--- src/rtl/uart_rx_fifo_if.sv ---
// Pop-side bus of uart_rx_fifo: head byte, occupancy and pop strobe.
// The master drives rd_en. The slave (the receiver FIFO) drives the rest.
interface uart_rx_fifo_if #(
  parameter int unsigned CNT_W = 5
);
  logic             rd_en;
  logic [7:0]       rd_data;
  logic             rd_valid;
  logic [CNT_W-1:0] fifo_count;

  modport master (output rd_en, input rd_data, input rd_valid, input fifo_count);
  modport slave  (input rd_en, output rd_data, output rd_valid, output fifo_count);
endinterface

--- src/rtl/uart_rx_fifo.sv ---
// 8N1 UART receiver feeding a first-word-fall-through byte FIFO, with sticky frame/overrun flags.
// Define UART_RX_PARITY_EN to add a parity bit (parity_odd input, sticky parity_err output).
module uart_rx_fifo #(
  parameter int unsigned FIFO_DEPTH = 16,
  parameter int unsigned CNT_W      = 5
) (
  input  logic          clk,
  input  logic          reset,
  input  logic          uart_rx,
  input  logic [31:0]   div,
  uart_rx_fifo_if.slave rd,
  output logic          frame_err,
  output logic          overrun,
  input  logic          clr_err
`ifdef UART_RX_PARITY_EN
  ,
  input  logic          parity_odd,
  output logic          parity_err
`endif
);

  localparam int unsigned AW = $clog2(FIFO_DEPTH);

  typedef enum logic [2:0] {
    IDLE,
    START,
    DATA,
`ifdef UART_RX_PARITY_EN
    PARITY,
`endif
    STOP,
    WAIT_IDLE
  } state_t;

  state_t      state;
  logic        rx_meta, rx_s, rx_prev;
  logic [31:0] div_eff, div_lat, timer;
  logic [2:0]  bit_idx;
  logic [7:0]  shift;
  logic        expired, fall;
  logic        push, frame_set;
`ifdef UART_RX_PARITY_EN
  logic        par_bad, par_set;
`endif

  logic [7:0]       mem [FIFO_DEPTH];
  logic [AW-1:0]    wr_ptr, rd_ptr;
  logic [CNT_W-1:0] count;
  logic             full, pop, accept;

  always_comb begin
    div_eff = (div < 32'd4) ? 32'd4 : div;
    expired = (timer == '0);
    fall    = rx_prev & ~rx_s;
  end

  // Stop-bit decision is combinational so the byte lands in the FIFO on the sampling edge.
  always_comb begin
    push      = 1'b0;
    frame_set = 1'b0;
`ifdef UART_RX_PARITY_EN
    par_set   = 1'b0;
`endif
    if (state == STOP && expired) begin
`ifdef UART_RX_PARITY_EN
      par_set = par_bad;
      push    = rx_s & ~par_bad;
`else
      push    = rx_s;
`endif
      frame_set = ~rx_s;
    end
  end

  always_ff @(posedge clk) begin
    if (reset) begin
      rx_meta   <= 1'b1;
      rx_s      <= 1'b1;
      rx_prev   <= 1'b1;
      state     <= IDLE;
      timer     <= '0;
      div_lat   <= 32'd4;
      bit_idx   <= '0;
      shift     <= '0;
      frame_err <= 1'b0;
`ifdef UART_RX_PARITY_EN
      par_bad    <= 1'b0;
      parity_err <= 1'b0;
`endif
    end else begin
      rx_meta <= uart_rx;
      rx_s    <= rx_meta;
      rx_prev <= rx_s;
      if (!expired) timer <= timer - 32'd1;
      case (state)
        IDLE: if (fall) begin
          div_lat <= div_eff;
          timer   <= (div_eff >> 1) - 32'd1;
          state   <= START;
        end
        START: if (expired) begin
          if (!rx_s) begin
            bit_idx <= '0;
            timer   <= div_lat - 32'd1;
            state   <= DATA;
          end else begin
            state <= IDLE;
          end
        end
        DATA: if (expired) begin
          shift   <= {rx_s, shift[7:1]};
          bit_idx <= bit_idx + 3'd1;
          timer   <= div_lat - 32'd1;
`ifdef UART_RX_PARITY_EN
          if (bit_idx == 3'd7) state <= PARITY;
`else
          if (bit_idx == 3'd7) state <= STOP;
`endif
        end
`ifdef UART_RX_PARITY_EN
        PARITY: if (expired) begin
          par_bad <= rx_s ^ (^shift) ^ parity_odd;
          timer   <= div_lat - 32'd1;
          state   <= STOP;
        end
`endif
        STOP: if (expired) state <= rx_s ? IDLE : WAIT_IDLE;
        WAIT_IDLE: if (rx_s) state <= IDLE;
        default: state <= IDLE;
      endcase
      if (frame_set)    frame_err <= 1'b1;
      else if (clr_err) frame_err <= 1'b0;
`ifdef UART_RX_PARITY_EN
      if (par_set)      parity_err <= 1'b1;
      else if (clr_err) parity_err <= 1'b0;
`endif
    end
  end

  always_comb begin
    full   = (count == CNT_W'(FIFO_DEPTH));
    pop    = rd.rd_en && (count != '0);
    accept = push && (!full || pop);
  end

  always_ff @(posedge clk) begin
    if (accept) mem[wr_ptr] <= shift;
  end

  always_ff @(posedge clk) begin
    if (reset) begin
      wr_ptr  <= '0;
      rd_ptr  <= '0;
      count   <= '0;
      overrun <= 1'b0;
    end else begin
      if (accept) wr_ptr <= wr_ptr + AW'(1);
      if (pop)    rd_ptr <= rd_ptr + AW'(1);
      if (accept && !pop)      count <= count + CNT_W'(1);
      else if (!accept && pop) count <= count - CNT_W'(1);
      if (push && full && !pop) overrun <= 1'b1;
      else if (clr_err)         overrun <= 1'b0;
    end
  end

  always_comb begin
    rd.rd_valid   = (count != '0);
    rd.rd_data    = rd.rd_valid ? mem[rd_ptr] : 8'h00;
    rd.fifo_count = count;
  end

endmodule

--- src/flat_wrapper.sv ---
// flat-port wrapper written by rule: the top's interface ports become plain ports
module uart_rx_fifo_flat 
#(
  parameter int unsigned FIFO_DEPTH = 16,
  parameter int unsigned CNT_W      = 5
)
  (clk, reset, uart_rx, div, frame_err, overrun, clr_err, rd_rd_en, rd_rd_data, rd_rd_valid, rd_fifo_count);
  uart_rx_fifo_if #(.CNT_W(CNT_W)) rd_i ();
  input  logic clk;
  input  logic reset;
  input  logic uart_rx;
  input  logic [31:0] div;
  output logic frame_err;
  output logic overrun;
  input  logic clr_err;
  input wire logic [$bits(rd_i.rd_en)-1:0] rd_rd_en;
  output wire logic [$bits(rd_i.rd_data)-1:0] rd_rd_data;
  output wire logic [$bits(rd_i.rd_valid)-1:0] rd_rd_valid;
  output wire logic [$bits(rd_i.fifo_count)-1:0] rd_fifo_count;
  assign rd_i.rd_en = rd_rd_en;
  assign rd_rd_data = rd_i.rd_data;
  assign rd_rd_valid = rd_i.rd_valid;
  assign rd_fifo_count = rd_i.fifo_count;
  uart_rx_fifo #(.FIFO_DEPTH(FIFO_DEPTH), .CNT_W(CNT_W)) u_core (.clk(clk), .reset(reset), .uart_rx(uart_rx), .div(div), .rd(rd_i), .frame_err(frame_err), .overrun(overrun), .clr_err(clr_err));
endmodule
--- config.mk ---
export PLATFORM = sky130hd
export DESIGN_NAME = uart_rx_fifo_flat
export DESIGN_NICKNAME = d
export VERILOG_FILES = /design/src/rtl/uart_rx_fifo_if.sv /design/src/rtl/uart_rx_fifo.sv /design/src/flat_wrapper.sv
export SDC_FILE = /design/constraint.sdc
export NUM_CORES = 1
export LEC_CHECK = 0
export BUFFER_PORTS_ARGS = -buffer_cell sky130_fd_sc_hd__buf_2
export CORE_MARGIN = 4
export CORE_UTILIZATION = 40
export CTS_BUF_LIST = sky130_fd_sc_hd__clkbuf_8
export DETAILED_ROUTE_END_ITERATION = 6
export MAX_ROUTING_LAYER = met4
export SLEW_MARGIN = 15
export SYNTH_ARGS = -nofsm -noshare
export SYNTH_HDL_FRONTEND = slang
export SYNTH_SLANG_ARGS = --single-unit
--- constraint.sdc ---
create_clock -name clk -period 7.95 [get_ports clk]
set_clock_uncertainty 0.2 [all_clocks]
set_input_delay 1.9875 -clock clk [delete_from_list [all_inputs] [get_ports clk]]
set_output_delay 1.9875 -clock clk [all_outputs]
set_load 0.02 [all_outputs]
==> results of run 1 <==
## worst paths after layout
kind / cells after the start / endpoint / start / slack [ns]
setup / recovery: 5 / rd_rd_data[5] / register / 2.93
hold reg to reg: 1 / u_core.rx_s / u_core.rx_meta / 0.21
hold / removal: 1 / u_core.rx_s / u_core.rx_meta / 0.21
setup reg to reg: 12 / u_core.rd.fifo_count[4] / u_core.timer[5] / 3.24
## sequential cells by signal (all words and copies together), names as in the netlist, 3 cells and up, named ones only
| register | count |
|---|---|
| u_core.timer | 32 |
| u_core.shift | 8 |
| u_core.mem | 128 |
| u_core.rd.fifo_count | 5 |
| u_core.state | 3 |
| u_core.bit_idx | 3 |
| u_core.div_lat | 32 |
| u_core.rd_ptr | 4 |
| u_core.wr_ptr | 4 |
## metrics by stage
stage          power (uW)    util  area (sq um)  worst slack [ns]  std cells
2_1_floorplan        2174       -         11000             3.477        978
3_3_place_gp         2389  0.4276         11560             3.143       1325
3_5_place_dp         2392  0.4276         11560             3.079       1325
4_1_cts              3474  0.4576         12370             2.860       1403
5_1_grt              3638  0.4576         12370             2.732       1403
6_report             3447  0.4576         12370             2.933       1403
## final cells by class
| cell class | instances | area (sq um) |
|---|---|---|
| Inverter | 9 | 33.78 |
| Sequential cell | 228 | 5847 |
| Clock inverter | 34 | 205.2 |
| Tap cell | 341 | 426.7 |
| Fill cell | 2555 | 14660 |
| Clock buffer | 44 | 605.6 |
| Timing Repair Buffer | 61 | 330.3 |
| Multi-Input combinational cell | 686 | 4920 |
## power by group
group / total [uW] / internal (uW) / leakage, uW / switching (uW)
clock: 1070 / 559 / 0.000448 / 509
sequential: 1410 / 1310 / 0.00200 / 95.4
combinational: 970 / 421 / 0.00179 / 548
## worst max-delay path, delay by kind of cell, from the launching register on
kind,cells,cell delay [ns]
buf+inv,2,0.68
flops,1,0.31
simple gates,1,0.18
mux,2,1.09
## kinds of logic (layout without fill, tap and decap cells)
group / count (synthesis) / count (layout) / share of synthesized area
flip-flops: 228 / 228 / 0.5316
XOR/XNOR: 74 / 74 / 0.05894
buffers and inverters: 64 / 148 / 0.02310
AND/OR/NAND/NOR: 385 / 385 / 0.1814
multiplexers: 48 / 48 / 0.08944
adder cells (fa/ha/maj): 16 / 16 / 0.01889
AO/OA/AOI/OAI: 163 / 163 / 0.09661
## routing by layer
| layer | global-route usage | part of all wire | vias to the layer above | routed length (um) |
|---|---|---|---|---|
| met3 | 0.02879 | 0.055 | 52 | 1485 |
| met2 | 0.2870 | 0.48 | 237 | 12890 |
| met4 | 0.04421 | 0.018 | 0 | 486 |
| met1 | 0.2454 | 0.45 | 3855 | 12270 |
| met5 | - | 0 | - | 0 |
| li1 | - | - | 3789 | - |
## cells in the final DEF (no fill, tap or decap), types with 16 or more instances in the layout
master / n
buf_2: 51
mux4_2: 40
dfxtp_1: 99
nand4_1: 16
inv_1: 17
nand3_1: 16
a22oi_1: 19
nand2_1: 125
clkbuf_8: 44
xnor2_1: 32
nor2_1: 69
xor2_1: 42
or3_1: 18
o21ai_0: 16
a21oi_1: 65
nor3_1: 34
nor4_1: 30
edfxtp_1: 128
==> flow_summary.toml, run 1 <==
[setup_path]
required_ns = 5.76
crit_slowest_cell = "mux4_2"
cp_max_fo = 32
critPathMaxStageDelay_ns = 0.62
path_cells = "buf_4, mux4_2, mux4_2, and2_1, buf_2"
crit_type = "reg -> out"
crit_path_end_kind = "output port"
critPathArrivalTime_ns = 2.83
cp_common_cell = "mux4_2"
start_kind = "register"

[worst_hold_path]
min_path_type = "reg -> reg"

[logic_synthesis]
yosysSeqAreaShare = 0.5316
synth_top_area_cell = "edfxtp_1"
synth_flop_cell = "edfxtp_1"
synthDistinctLibCells = 65
ys_top_cells_by_area = "edfxtp_1 (35%), dfxtp_1 (18%), mux4_2 (8.2%), nand2_1 (4.3%), xor2_1 (3.3%)"
synth_top_area_share = 0.3496
yosysWarnings = 0
syn_area_sq_um = 11000
synth-seq-cells = 228
synth_most_common_cell = "edfxtp_1"
synth_top_cells_by_count = "edfxtp_1 (128), nand2_1 (125), dfxtp_1 (100)"
synth-edff-count = 128
avgSynthCellArea_sq_um = 11.24
syn-num-nets = 1031
synth-async-reset-ratio = 0
syn-instance-count = 978

[detailed_routing]
vias = 7933
drtAntennaViolNets = 0
wl_um = 27130
drc = 0
post_drt_wl_per_cell_um = 19.34
drtIter0Drc = 719
via_per_inst = 5.654
drt_first_pass_iters = 5

[floorplanning]
pin_count = 53
die_area_sq_um = 30200
die_y_um = 173.8
row_count = 60
initial_core_util = 0.4069
coreArea_sq_um = 27030
die_width_um = 173.8

[place]
place_congestion = 0.9163
hpwl_um = 18540
io_buffers = 52

[sta]
finalCritPeriodShare = 0.6311
hold_viol_final = 0
hold_ws_ns = 0.2119
slew_violations = 0
slew_headroom = 0.2845
setup_viol = 0
fin_crit_ns = 5.017
tightestPinTransition_ns = 1.073
fmax_ghz = 0.1993
tns_ns = 0
grt_setup_unrepaired = "no"

[clocking]
clk_path_buf_depth = 3
cts-root-buf = "clkbuf_8"
postCtsSetupBuffers = 0
cts_hold_buf = 0
clock_latency_ns = 0.56
cts_tree = "built"
clk_pin_slew_ns = 0.06
htree_num_levels = 2
cts_made_buffers = 42
cts.repair.resized = 0
cts.sinks = 228

[run]
cap_violations = 0

[power_and_ir_drop]
p_leak_uw = 0.004236
power_density_nw_per_um2 = 278.7
max-vdd-ir-drop_mv = 0.1081

[finish]
diodes = 0
drive_above_1_share = 0.1798
area_growth_pct = 12.48
fin_nets = 1081

[global_route]
grt_pass1_wl_um = 43080
track_usage = 0.1807
antenna_found_initial = 0
grt_max_degree = 53
overflow = 0
grt_pass1_vias = 7681

[status]
status = "complete, no violations"
Note: power is estimated with default switching activity, not from simulation.
==> run 2, diff against run 1 <==
==> constraint.sdc (replaced) <==
create_clock -name clk -period 4.9 [get_ports clk]
set_clock_uncertainty 0.2 [all_clocks]
set_input_delay 1.225 -clock clk [delete_from_list [all_inputs] [get_ports clk]]
set_output_delay 1.225 -clock clk [all_outputs]
set_load 0.02 [all_outputs]
==> run 2 against run 1 <==
  * Worst setup slack lost 2.3 ns
  * Die area is the same
  * Routed wire length shrank 1.4%
  * Highest routed layer unchanged
  * Via count shrank 0.77%
  * Register-to-register slack lost 2.4 ns
  * Count of clock-buffer cells in the layout is the same
==> flow_summary.toml, run 2 (synthesis results as in run 1) <==
[setup_path]
crit_path_end_kind = "output port"
required_ns = 3.47
critPathArrivalTime_ns = 2.80
start_kind = "register"
r2r_slack_ns = 0.82
rr_endpoint = "u_core.rd.fifo_count[4]"
crit_type = "reg -> out"
cp_max_fo = 32
cp_common_cell = "mux4_2"
r2r_start = "u_core.timer[0]"
crit_family = "multiplexers"
crit_slowest_cell = "mux4_2"
critPathMaxStageDelay_ns = 0.62
r2r_cells = 14
worst-path-buf-inv = 2
path_cells = "buf_4, mux4_2, mux4_2, and2_1, buf_2"

[clocking]
cts.repair.resized = 0
cts_tree = "built"
postCtsSetupBuffers = 0
cts-root-buf = "clkbuf_8"
htree_num_levels = 2
clock_latency_ns = 0.56
clk_pin_slew_ns = 0.05
clk_path_buf_depth = 3
cts.sinks = 228
cts_hold_buf = 0
cts_made_buffers = 41

[finish]
largestRegisters = "u_core.mem x128, u_core.div_lat x32, u_core.timer x32"
fin_nets = 1087
multi_input_area_sq_um = 4902
n_fill_cell = 2491
drive_above_1_share = 0.1782
diodes = 0
regArea_sq_um = 5847
top_register = "u_core.mem"
final_common_cell = "edfxtp_1"
layout_common_cells = "edfxtp_1 (128), nand2_1 (125), dfxtp_1 (99)"
area_growth_pct = 12.90
largest_reg_flops = 128

[floorplanning]
die_width_um = 173.8
die_area_sq_um = 30200
die_y_um = 173.8
coreArea_sq_um = 27030
row_count = 60
initial_core_util = 0.4069
pin_count = 53

[global_route]
grt_use_met3 = 0.02835
overflow = 0
met2_usage = 0.2727
grt_max_degree = 75
grt_pass1_vias = 7672
grt.busiest_layer = "met2"
antenna_found_initial = 0
grt_pass1_wl_um = 42270
grt_use_met1 = 0.2467
track_usage = 0.1774

[worst_hold_path]
min_from = "u_core.rx_meta"
min_path_type = "reg -> reg"
holdPathEnd = "u_core.rx_s"
min_path_cells = 1

[place]
place_congestion = 0.9023
hpwl_um = 18520
io_buffers = 52

[detailed_routing]
drt_first_pass_iters = 5
post_drt_wl_per_cell_um = 19.02
drc = 0
vias = 7872
wl_um = 26760
via_per_inst = 5.595
drtIter0Drc = 597
drtAntennaViolNets = 0

[sta]
fin_crit_ns = 4.225
setup_viol = 0
slew_violations = 0
fmax_ghz = 0.2367
grt_setup_unrepaired = "no"
hold_ws_ns = 0.2109
tns_ns = 0
hold_viol_final = 0
tightestPinTransition_ns = 1.139
slew_headroom = 0.2351
finalCritPeriodShare = 0.8623

[status]
status = "complete, no violations"

[run]
cap_violations = 0

[power_and_ir_drop]
power_density_nw_per_um2 = 454.5
p_leak_uw = 0.004282
max-vdd-ir-drop_mv = 0.2469
## run 2: changes by cell type in the layout (fill, tap and decap cells not counted), sizes merged
cell,before,now
buf,61,68
bufinv,1,2
clkinv,22,14
clkinvlp,1,0
inv,19,24
## run 2: routing by layer
metal	routed length (um)	up-vias
li1	-	3794
met1	12390	3790
met2	12370	239
met3	1427	49
met4	571	0
met5	0	-
## run 2: worst register-to-register path, cell delays in order (launching register included)
cell	delay (ns)
dfxtp_1	0.33
inv_1	0.08
ha_1	0.20
or4b_4	0.54
nor4b_4	0.40
and3_1	0.27
and3_1	0.32
ha_1	0.23
inv_1	0.11
fa_1	0.42
a21o_1	0.17
a21oi_1	0.18
xnor2_1	0.09
or3_1	0.30
a21oi_1	0.15
## run 2: worst max-delay path by stage
stage,endpoint,slack [ns],cells after the start
after floorplan,u_core.rd.fifo_count[4],1.10,16
after global placement,u_core.timer[28],0.61,11
after detailed placement,u_core.timer[24],0.60,11
after CTS,rd_rd_data[6],0.59,5
after global routing,rd_rd_data[6],0.51,5
final,rd_rd_data[6],0.67,5
## run 2: per-stage QoR
stage	setup WS [ns]	std cells	total power (uW)	cell area [sq um]	utilization
6_report	0.6748	1407	5643	12410	0.4594
3_3_place_gp	0.6088	1332	3906	11590	0.4289
2_1_floorplan	1.103	978	3527	11000	-
5_1_grt	0.5055	1407	5949	12410	0.4594
3_5_place_dp	0.6012	1332	3909	11590	0.4289
4_1_cts	0.5863	1407	5685	12410	0.4594
## run 2: area by class of cell
cell class	instances	area share
flip-flops and latches	228	0.4710
multi-input cells	686	0.3949
clock buffers	44	0.04878
well taps	341	0.03437
repair buffers	68	0.03084
clock inverters	31	0.01744
inverters	9	0.002721
## run 2: power breakdown
group	switching, uW	leakage, uW	internal [uW]
registers	158	0.00200	2130
clock network	802	0.000471	952
logic	898	0.00181	700
